[config.mk]
export PLATFORM = sky130hd
export DESIGN_NAME = lockstep_trace_capture_flat
export DESIGN_NICKNAME = d
export VERILOG_FILES = /design/src/rtl/lockstep_pkg.sv /design/src/rtl/lockstep_trace_capture_if.sv /design/src/rtl/lockstep_trace_capture_sync_fifo.sv /design/src/rtl/lockstep_trace_capture.sv /design/src/flat_wrapper.sv
export SDC_FILE = /design/constraint.sdc
export NUM_CORES = 1
export LEC_CHECK = 0
export BUFFER_PORTS_ARGS = -buffer_cell sky130_fd_sc_hd__buf_2
export CAP_MARGIN = 40
export CORE_MARGIN = 10
export CORE_UTILIZATION = 40
export CTS_CLUSTER_DIAMETER = 150
export CTS_CLUSTER_SIZE = 28
export DETAILED_ROUTE_END_ITERATION = 8
export SLEW_MARGIN = 20
export SYNTH_ARGS = -nofsm -noshare
export SYNTH_HDL_FRONTEND = slang
export SYNTH_SLANG_ARGS = --single-unit
[constraint.sdc]
create_clock -name clk -period 8.1 [get_ports clk]
set_input_delay 1.62 -clock clk [delete_from_list [all_inputs] [get_ports clk]]
set_output_delay 1.62 -clock clk [all_outputs]
set_load 0.01 [all_outputs]
[src/rtl/lockstep_pkg.sv]
// Shared types for the Rd1 lockstep trace producer.
// Holds the capture FSM states and the trace entry layout.
package lockstep_pkg;

    localparam int BIT_COUNT_DEF = 32;
    localparam int INDEX_W_DEF   = 32;

    typedef enum logic [1:0] {
        IDLE,
        RUN,
        FLUSH,
        DONE
    } capture_state_t;

    // Default-width entry layout; the FIFO stores {index, data}
    // in this order for any BIT_COUNT/INDEX_W.
    typedef struct packed {
        logic [INDEX_W_DEF-1:0]   index;
        logic [BIT_COUNT_DEF-1:0] data;
    } trace_entry_t;

endpackage

[src/rtl/lockstep_trace_capture_if.sv]
// Valid/ready trace stream from the capture block to a trace sink.
// master: out_valid/out_data/out_index out, out_ready in; slave: reverse.
interface lockstep_trace_capture_if #(
    parameter int BIT_COUNT = 32,
    parameter int INDEX_W   = 32
);
    logic                 out_valid;
    logic                 out_ready;
    logic [BIT_COUNT-1:0] out_data;
    logic [INDEX_W-1:0]   out_index;

    modport master (
        output out_valid,
        output out_data,
        output out_index,
        input  out_ready
    );

    modport slave (
        input  out_valid,
        input  out_data,
        input  out_index,
        output out_ready
    );
endinterface

[src/rtl/lockstep_trace_capture_sync_fifo.sv]
// First-word-fall-through synchronous FIFO with extra-bit pointers.
// Ports: push/push_data, pop/pop_data, full, empty, count (0..DEPTH).
module sync_fifo #(
    parameter int WIDTH = 64,
    parameter int DEPTH = 16
) (
    input  logic                   clk,
    input  logic                   reset,
    input  logic                   push,
    input  logic [WIDTH-1:0]       push_data,
    input  logic                   pop,
    output logic [WIDTH-1:0]       pop_data,
    output logic                   full,
    output logic                   empty,
    output logic [$clog2(DEPTH):0] count
);
    localparam int AW = $clog2(DEPTH);

    logic [WIDTH-1:0] mem [DEPTH];
    logic [AW:0]      wr_ptr;
    logic [AW:0]      rd_ptr;
    logic             do_push;
    logic             do_pop;

    assign count = wr_ptr - rd_ptr;
    assign full  = (count == (AW+1)'(DEPTH));
    assign empty = (count == '0);

    // A push into a full FIFO is legal only when the head leaves
    // on the same edge; the write slot is then the slot being read.
    assign do_pop  = pop & ~empty;
    assign do_push = push & (~full | do_pop);

    assign pop_data = mem[rd_ptr[AW-1:0]];

    always_ff @(posedge clk) begin
        if (reset) begin
            wr_ptr <= '0;
            rd_ptr <= '0;
            for (int i = 0; i < DEPTH; i++) begin
                mem[i] <= '0;
            end
        end else begin
            if (do_push) begin
                mem[wr_ptr[AW-1:0]] <= push_data;
                wr_ptr <= wr_ptr + 1'b1;
            end
            if (do_pop) begin
                rd_ptr <= rd_ptr + 1'b1;
            end
        end
    end
endmodule

[src/rtl/lockstep_trace_capture.sv]
// Samples core Rd1 values, tags them with a sequence index, buffers
// them and streams them out. Ports: clk, reset, capture_en,
// sample_valid, sample_data, halt, trace (master stream),
// fifo_count, overflow, drop_count, done.
module lockstep_trace_capture
    import lockstep_pkg::*;
#(
    parameter int BIT_COUNT = 32,
    parameter int DEPTH     = 16,
    parameter int INDEX_W   = 32
) (
    input  logic                      clk,
    input  logic                      reset,
    input  logic                      capture_en,
    input  logic                      sample_valid,
    input  logic [BIT_COUNT-1:0]      sample_data,
    input  logic                      halt,
    lockstep_trace_capture_if.master  trace,
    output logic [$clog2(DEPTH):0]    fifo_count,
    output logic                      overflow,
    output logic [INDEX_W-1:0]        drop_count,
    output logic                      done
);
    localparam int CW = $clog2(DEPTH) + 1;
    localparam int EW = INDEX_W + BIT_COUNT;

    capture_state_t     state;
    capture_state_t     state_next;
    logic               offer;
    logic               push;
    logic               pop;
    logic               drop;
    logic               full;
    logic               empty;
    logic [INDEX_W-1:0] seq_cnt;
    logic [EW-1:0]      head;

    assign pop  = trace.out_valid & trace.out_ready;
    assign push = offer & (~full | pop);
    assign drop = offer & ~push;

    assign trace.out_valid = ~empty;
    assign trace.out_index = head[EW-1:BIT_COUNT];
    assign trace.out_data  = head[BIT_COUNT-1:0];

    sync_fifo #(
        .WIDTH (EW),
        .DEPTH (DEPTH)
    ) u_fifo (
        .clk       (clk),
        .reset     (reset),
        .push      (push),
        .push_data ({seq_cnt, sample_data}),
        .pop       (pop),
        .pop_data  (head),
        .full      (full),
        .empty     (empty),
        .count     (fifo_count)
    );

    always_ff @(posedge clk) begin
        if (reset) begin
            state <= IDLE;
        end else begin
            state <= state_next;
        end
    end

    // FLUSH looks ahead so done rises on the same edge as the last pop.
    always_comb begin
        state_next = state;
        unique case (state)
            IDLE: begin
                if (halt) begin
                    state_next = DONE;
                end else if (capture_en) begin
                    state_next = RUN;
                end
            end
            RUN: begin
                if (halt) begin
                    state_next = FLUSH;
                end
            end
            FLUSH: begin
                if (empty || (fifo_count == CW'(1) && pop)) begin
                    state_next = DONE;
                end
            end
            DONE: begin
                state_next = DONE;
            end
            default: begin
                state_next = IDLE;
            end
        endcase
    end

    always_comb begin
        offer = (state == RUN) & sample_valid;
        done  = (state == DONE);
    end

    // Dropped offers still take an index so the sink sees the gap.
    always_ff @(posedge clk) begin
        if (reset) begin
            seq_cnt    <= '0;
            overflow   <= 1'b0;
            drop_count <= '0;
        end else begin
            if (offer) begin
                seq_cnt <= seq_cnt + 1'b1;
            end
            if (drop) begin
                overflow <= 1'b1;
                if (drop_count != '1) begin
                    drop_count <= drop_count + 1'b1;
                end
            end
        end
    end
endmodule
[src/flat_wrapper.sv]
// flat-port wrapper written by rule: the top's interface ports become plain ports
module lockstep_trace_capture_flat import lockstep_pkg::*;
#(
    parameter int BIT_COUNT = 32,
    parameter int DEPTH     = 16,
    parameter int INDEX_W   = 32
)
  (clk, reset, capture_en, sample_valid, sample_data, halt, fifo_count, overflow, drop_count, done, trace_out_valid, trace_out_data, trace_out_index, trace_out_ready);
  lockstep_trace_capture_if #(.BIT_COUNT(BIT_COUNT), .INDEX_W(INDEX_W)) trace_i ();
  input  logic clk;
  input  logic reset;
  input  logic capture_en;
  input  logic sample_valid;
  input  logic [BIT_COUNT-1:0] sample_data;
  input  logic halt;
  output logic [$clog2(DEPTH):0] fifo_count;
  output logic overflow;
  output logic [INDEX_W-1:0] drop_count;
  output logic done;
  output wire logic [$bits(trace_i.out_valid)-1:0] trace_out_valid;
  output wire logic [$bits(trace_i.out_data)-1:0] trace_out_data;
  output wire logic [$bits(trace_i.out_index)-1:0] trace_out_index;
  input wire logic [$bits(trace_i.out_ready)-1:0] trace_out_ready;
  assign trace_out_valid = trace_i.out_valid;
  assign trace_out_data = trace_i.out_data;
  assign trace_out_index = trace_i.out_index;
  assign trace_i.out_ready = trace_out_ready;
  lockstep_trace_capture #(.BIT_COUNT(BIT_COUNT), .DEPTH(DEPTH), .INDEX_W(INDEX_W)) u_core (.clk(clk), .reset(reset), .capture_en(capture_en), .sample_valid(sample_valid), .sample_data(sample_data), .halt(halt), .trace(trace_i), .fifo_count(fifo_count), .overflow(overflow), .drop_count(drop_count), .done(done));
endmodule
* Word level (Yosys, flattened, before mapping)
Memory sizes are Yosys's and may differ from the RTL's. A register that Yosys moved wholly into a read port is not among the register bits.
Cells that the tools add are included.
** Operators by class
- Add/subtract/negate cells :: 5
- Multipliers :: 0
- Div/mod/pow operators :: 0
- Magnitude comparators :: 0
- Equal/unequal tests :: 9
- Shift operators :: 0
- Mux-type cells :: 15
- Bitwise logic cells :: 11
- Reduce and logical (&&, ||, !) cells :: 7
** Operators with widths (count)
- adder 32 x 1 -> 32 bit, second input constant :: 2
- two-way mux 64 bit :: 1
- OR reduction 64 bit :: 1
- inequality test 32 bit, second input constant :: 1
- two-way mux 4 bit :: 3
- adder 5 x 1 -> 5 bit, second input constant :: 2
- two-way mux 2 bit :: 4
- case mux 2 bit (4 select lines) :: 1
- bitwise AND 1 bit :: 6
- two-way mux 1 bit :: 6
- == test 5 x 1 -> 1 bit, second input constant :: 1
- == test 5 bit, second input constant :: 1
- logical NOT 5 bit :: 1
- subtractor 5 bit :: 1
- == test 2 bit, second input constant :: 2
- inequality test 3 bit, second input constant :: 1
- NOT 1 bit :: 3
- AND reduction 3 bit :: 1
- == test 2 x 1 -> 1 bit, second input constant :: 1
- logical NOT 2 bit :: 1
- inequality test 2 x 1 -> 1 bit, second input constant :: 1
- inequality test 2 bit, second input constant :: 1
- bitwise OR 1 bit :: 2
- AND reduction 2 bit :: 1
- other kinds (2) :: 2
** Storage, ports and cells
- Register bits after elaboration :: 77
- Bits in latches :: 0
- RAM bits :: 1024
- ROM bits :: 0
- Word-level logic and storage cells :: 54
- Memories :: 1
** Memory list
- u_core.u_fifo.mem :: words 16, bits a word 64, read ports 1, clocked after Yosys merged registers in 1, wr ports 16, line lockstep_trace_capture_sync_fifo.sv:19 : logic [WIDTH-1:0] mem [DEPTH];

* Logic depth before layout (Yosys ltp)
Gate-level depths: netlist of run 1.
- Depth in word-level cells :: 12
- Mapped depth :: 13
- Gate-level depth less buffers :: 11

* Modules after synthesis
A second synthesis of run 1 with hierarchy kept.
** Unflattened totals
- Cells, all modules :: 3379
- Area total of the unflattened synthesis :: 48584.1 um^2
** Modules (own cells, without submodules)
- sync_fifo :: times used 1, cells each 2986, area each 45362.3 um^2
- lockstep_trace_capture :: times used 1, cells each 393, area each 3221.8 um^2

* Least setup slack after synthesis of run 1
Ideal clock, no wire load.
- Kind :: input-to-reg
- From :: input port sample_valid
- To :: memory u_core.u_fifo.mem[15][0] (enable)
- Setup time :: 0.499 ns
- Data arrival time :: 5.844 ns
- Required time :: 7.601 ns
- Slack :: 1.756 ns
- Cell stages on the path :: 7
- Buffers on the path :: 4
- Path through :: and3b_1 clkbuf_1 o31ai_4 buf_4 buf_2 buf_2 o21bai_1
** RTL lines
- from (decl) :: line flat_wrapper.sv:13 : input logic sample_valid;
- to (decl) :: line lockstep_trace_capture_sync_fifo.sv:19

==> results of run 1 <==
## final cells by class
type / instances / share of cell area, %
inverters: 16 / 0.112
multi-input cells: 1727 / 30.1
well taps: 1637 / 3.81
repair buffers: 214 / 3.30
diodes: 3 / 0.0140
flip-flops and latches: 1105 / 60.3
clock inverters: 3 / 0.109
clock buffers: 62 / 2.29
## routing by layer
layer	routed length, um	global-route usage, %
met4	2090	3.60
met3	8040	2.92
met2	60100	29.3
met5	0	0
met1	53800	25.1
## power by group
group / switching (mW) / leakage [nW] / internal (mW)
logic: 1.30 / 6.75 / 1.14
clock network: 1.79 / 0.623 / 1.09
registers: 0.0917 / 10.9 / 6.43
## sequential cells by signal, summed over array words and instances, names as in the netlist, named ones only
signal and count:
u_core.overflow 1, u_core.u_fifo.mem 1024, u_core.seq_cnt 32, u_core.u_fifo.wr_ptr 5, u_core.state 2, u_core.u_fifo.rd_ptr 5
u_core.drop_count 32
## critical path, delay by kind of cell, from the launching register on
kind | cells | cell delay, ns
mux | 2 | 1.02
flops | 1 | 0.58
buf+inv | 3 | 1.05
## cells in the mapped netlist (25+ instances only)
cell	instances	area share (%)
dfxtp_1	81	3.3
buf_1	34	0.26
o21ai_0	27	0.27
mux4_2	320	15
or3_1	25	0.32
clkbuf_1	241	1.8
nor2_1	57	0.43
nand3_1	30	0.30
and2_1	1016	13
edfxtp_1	1024	62
a21oi_1	34	0.34
nand2_1	26	0.20
## placed cells by master (no fill, tap or decap), types with 9 or more instances in the layout
cell type,n
nand4_1,14
or3_1,25
nand3_1,30
and2_1,1016
buf_12,16
clkbuf_1,15
dfxtp_1,77
a21oi_1,34
edfxtp_1,1024
or2_4,15
mux4_2,320
ha_1,11
buf_4,37
buf_2,140
nor4_1,17
o21ai_0,27
and3_1,11
and4_1,9
inv_1,16
clkbuf_16,47
xnor2_1,15
nand2_1,26
buf_16,13
xor2_1,20
nor2_1,57
nor3_1,12
## logic make-up after synthesis
kind of cell             Yosys count  synth area share, %
AND/OR/NAND/NOR                 1274                 15.8
buffers and inverters            301                 2.32
AO/OA/AOI/OAI                     73                0.826
XOR/XNOR                          36                0.651
flip-flops                      1105                 65.3
adder cells (fa/ha/maj)           12                0.318
multiplexers                     332                 14.8
## worst paths after layout
check / from / to / slack [ns] / cells after the start
max: register / trace_out_index[16] / 3.10 / 5
min: u_core.overflow / u_core.overflow / 0.49 / 2
max reg2reg: u_core.u_fifo.wr_ptr[0] / u_core.u_fifo.mem[1][15] / 3.21 / 13
min reg2reg: u_core.overflow / u_core.overflow / 0.49 / 2
## through the flow
| stage | hold slack, ns | total power [mW] | setup WS (ns) |
|---|---|---|---|
| finish | 0.495 | 11.8 | 3.10 |
| global route | 0.518 | 12.3 | 2.92 |
| CTS | 0.489 | 12.0 | 3.02 |
| detailed placement | 0.464 | 9.17 | 2.92 |
| global placement | 0.454 | 9.14 | 2.74 |
| floorplan | 0.470 | 8.27 | 1.76 |
==> results.toml, run 1 <==
[die]
num_io_pins = 142
die_area_sq_mm = 0.138
core_sq_mm = 0.123
start_util_pct = 40.2
die_w_um = 372
num_rows = 129
die_y_um = 372

[critical_path]
path_class = "reg2out"
end_kind = "primary output"
cp.required_ns = 6.48
cp.arrival_ns = 3.38
cp_cell_sequence = "buf_16 > buf_12 > mux4_2 > mux4_2 > buf_2"
slowest_delay_ns = 0.58
crit_path_max_fanout = 95
slowest_stage = "dfxtp_4"
cp-start-kind = "register"
crit_top_cell = "mux4_2"

[yosys]
ys_seq_area_share_pct = 65.3
ys.flop_type = "edfxtp_1"
synth_nets = 3183
async_reset_ff_share_pct = 0
yosysWarnings = 0
ys_types = 48
synth.cell_area_sq_mm = 0.0496
synth_cells = 3133
syn_area_per_cell_sq_um = 15.8
synth.ff_latch_count = 1105
synth_edf_count = 1024

[power]
ir_drop_mv = 0.185
leakage_nw = 18.3
power_density_mw_per_mm2 = 221

[timing]
rsz0062_at_grt = "no"
skew_ns = 0.0234
max_freq_ghz = 0.200
period_needed_ns = 5.00
fin_setup_tns_ns = 0
fin_crit_sh_pct = 61.7
worst_pin_slew_ns = 0.976
slew_headroom_pct = 34.9
hold_viol = 0
slew_viol_final = 0
setup_viol = 0

[global_routing]
grt_pass1_vias = 26400
grt_pass1_wl_um = 185000
grt_max_degree = 103
grt_overflow = 0
grt_antenna_before_repair = 12
grt_util_all_layers_pct = 17.9

[min_path]
hold_class = "reg2reg"

[final_layout]
fill_cells = 10800
final-seq-area_sq_mm = 0.0324
multiInputGateArea_sq_mm = 0.0161
drive_gt1_share_pct = 20.2
fin_util_pct = 43.6
syn_to_final_growth_pct = 8.37
final_nets = 3160
final_area_sq_mm = 0.0537
stdcell_count = 4767

[cts]
postCtsSetupBuffers = 0
numCtsBuffers = 46
cts_hold_buf = 0
h-tree-depth = 2
cts_resized = 0
cts_buffer_depth = 3
cts_sinks = 1105
insertion_delay_ns = 0.67
path_clk_slew_ns = 0.11
cts-root-buf = "clkbuf_16"
cts_tree = "built"

[detailed_routing]
routed_wl_um = 124000
wl_per_cell_um = 26.0
vias = 25900
drtPass1Iterations = 5
via_per_inst = 5.43
drc = 0
drtAntennaViolNets = 0
drtIter0Drc = 2594

[placed_design]
place.gp.congestion = 0.755
dp_hpwl_um = 72000
placed_cell_area_sq_mm = 0.0523
placed_cells = 4691
port_buffers = 141

[outcome]
status = "finished clean"

[job]
drv_cap = 0
(Power assumes the default switching activity.)
==> inputs of run 2 (changes only) <==
- ABC_AREA: unset -> 1
- clock period: 8.1 -> 4.35 ns (I/O delays scaled with it)
==> results.toml, run 2 <==
[critical_path]
reg2reg_slack_ns = 0.67
timing.rr.start = "u_core.u_fifo.wr_ptr[0]"
r2r-end = "u_core.u_fifo.mem[5][42]"
cp_num_buf_inv = 3
path_depth = 8
cp-endpoint = "trace_out_data[27]"
cp.arrival_ns = 3.03
crit_path_max_fanout = 59
rr_worst_depth = 14
cp_top_family = "buffers and inverters"
path_class = "reg2out"
cp_cell_sequence = "buf_12 > buf_12 > a21oi_1 > o21ai_0 > o211ai_1 > o211ai_1 > nand2_1 > buf_2"
cp-start-kind = "register"
cp.required_ns = 3.48
slowest_delay_ns = 0.74
end_kind = "primary output"
slowest_stage = "dfxtp_4"

[timing]
fin_setup_tns_ns = 0
slew_viol_final = 0
fin_crit_sh_pct = 89.5
skew_ns = 0.0339
hold_viol = 0
max_freq_ghz = 0.257
timing.hold.ws_ns = 0.438
worst_pin_slew_ns = 0.890
period_needed_ns = 3.90
rsz0062_at_grt = "no"
slew_headroom_pct = 40.7
setup_viol = 0

[power]
power_density_mw_per_mm2 = 384
intPower_mw = 15.1
power_mw = 20.9
leakage_nw = 18.8
p_comb_share_pct = 16.8
power.switching_mw = 5.77
switching_share_pct = 27.6
ir_drop_mv = 0.308
seq_power_share_pct = 57.8
clkPwrFrac_pct = 25.3

[final_layout]
largest_reg_flops = 1024
syn_to_final_growth_pct = 7.13
final_area_sq_mm = 0.0544
reg.largest.list = "u_core.u_fifo.mem: 1024 flops, u_core.drop_count: 32 flops, u_core.seq_cnt: 32 flops"
top_register = "u_core.u_fifo.mem"
final_cell_mix = "1075 x nor2_1, 1024 x edfxtp_1, 361 x inv_1, 327 x o21ai_0, 326 x nand2_1"
final_nets = 4726
stdcell_count = 6345
final_common_cell = "nor2_1"
drive_gt1_share_pct = 7.07

[die]
num_rows = 130
num_io_pins = 142
die_w_um = 376
die_y_um = 376
start_util_pct = 40.3
die_area_sq_mm = 0.142
core_sq_mm = 0.126

[placed_design]
placed_cell_area_sq_mm = 0.0531
placed_cells = 6279
port_buffers = 141
dp_hpwl_um = 81200
place.gp.congestion = 0.857

[yosys]
synth.cell_area_sq_mm = 0.0508
synth_edf_count = 1024
synthTopCellsByCount = "1075 x nor2_1, 1024 x edfxtp_1, 364 x inv_1"
yosysWarnings = 0
synthTopCellsByArea = "edfxtp_1 61%, nor2_1 7.9%, mux2i_1 5.0%"
synth_top_area_cell = "edfxtp_1"
synth_top_area_share_pct = 60.5
ys_types = 30
ys_seq_area_share_pct = 63.7
synth_nets = 4832
ys.flop_type = "edfxtp_1"
syn_area_per_cell_sq_um = 10.6
synth_cells = 4782
yosysMostFrequentCell = "nor2_1"
async_reset_ff_share_pct = 0
synth.ff_latch_count = 1105

[detailed_routing]
drtPass1Iterations = 5
drc = 0
vias = 35000
via_per_inst = 5.51
routed_wl_um = 145000
drtAntennaViolNets = 0
drtIter0Drc = 3692
wl_per_cell_um = 22.9

[min_path]
hold_class = "in2reg"
min_from = "halt"

[cts]
cts_tree = "built"
h-tree-depth = 2
postCtsSetupBuffers = 0
cts-root-buf = "clkbuf_16"
cts_buffer_depth = 3
numCtsBuffers = 45
insertion_delay_ns = 0.67
cts_hold_buf = 0
cts_sinks = 1105
cts_resized = 0
path_clk_slew_ns = 0.12

[global_routing]
grt_util_all_layers_pct = 19.9
grt_antenna_before_repair = 2
grt_overflow = 0
grt_max_degree = 138
grt_pass1_wl_um = 219000
grt_pass1_vias = 34200

[job]
drv_cap = 0

[outcome]
status = "finished clean"
-- run 2: changes by cell type after synthesis, sizes merged, moves of 287 or more --
cell / change
a21oi: +287
and2: -1016
inv: +351
mux4: -320
nand2: +318
nor2: +1022
o21ai: +300
-- run 2: stage by stage --
stage	setup WS [ns]	util [%]
4_1_cts	0.459	43.2
5_1_grt	0.279	43.2
6_report	0.455	43.2
2_1_floorplan	0.346	-
3_3_place_gp	0.725	42.0
3_5_place_dp	0.705	42.2
-- run 2: area by class of cell --
type	instances	area (sq um)
Inverter	386	1460
Tap cell	1650	2060
Sequential cell	1105	32400
Fill cell	11900	71500
Clock inverter	3	28.8
Timing Repair Buffer	249	2170
Clock buffer	62	1230
Multi-Input combinational cell	2889	15100
Antenna cell	1	2.50
-- run 2: cells by family after synthesis --
group	count (synthesis)	synth area share, %
DFF	1105	63.7
and+or+nand+nor	1680	13.2
xor gates and xnor gates	32	0.552
muxes	256	5.05
adders and majority gates	12	0.310
AOI/OAI and AO/OA	909	10.2
buffers and inverters	788	6.87
-- run 2: worst min-delay path, cell delays in order --
cell    delay, ns
buf_2        0.09
nor2_1       0.05
nor2_1       0.07
-- run 2: how the worst min path moves through the flow --
stage,endpoint,slack [ns],depth (start not counted)
3_3_place_gp,u_core.overflow,0.45,1
5_1_grt,u_core.state[1],0.42,3
6_report,u_core.state[1],0.44,3
2_1_floorplan,u_core.seq_cnt[14],0.44,2
3_5_place_dp,u_core.overflow,0.47,1
4_1_cts,u_core.state[1],0.39,3
-- run 2: per-layer routing --
metal	part of all wire [%]	up-vias	wire (um)	track usage (%)
met2	49	1175	70700	34.0
li1	-	16200	-	-
met5	0	-	0	0
met4	2.4	0	3520	5.01
met3	6.3	188	9140	2.11
met1	43	17400	62000	27.1
-- run 2: power groups by stage --
stage,Sequential [mW],Clock (mW),Combinational (mW)
floorplan,12.3,0,2.26
global placement,12.3,0,3.51
detailed placement,12.3,0,3.54
CTS,12.1,5.39,3.55
global route,12.1,5.72,3.86
finish,12.1,5.29,3.52
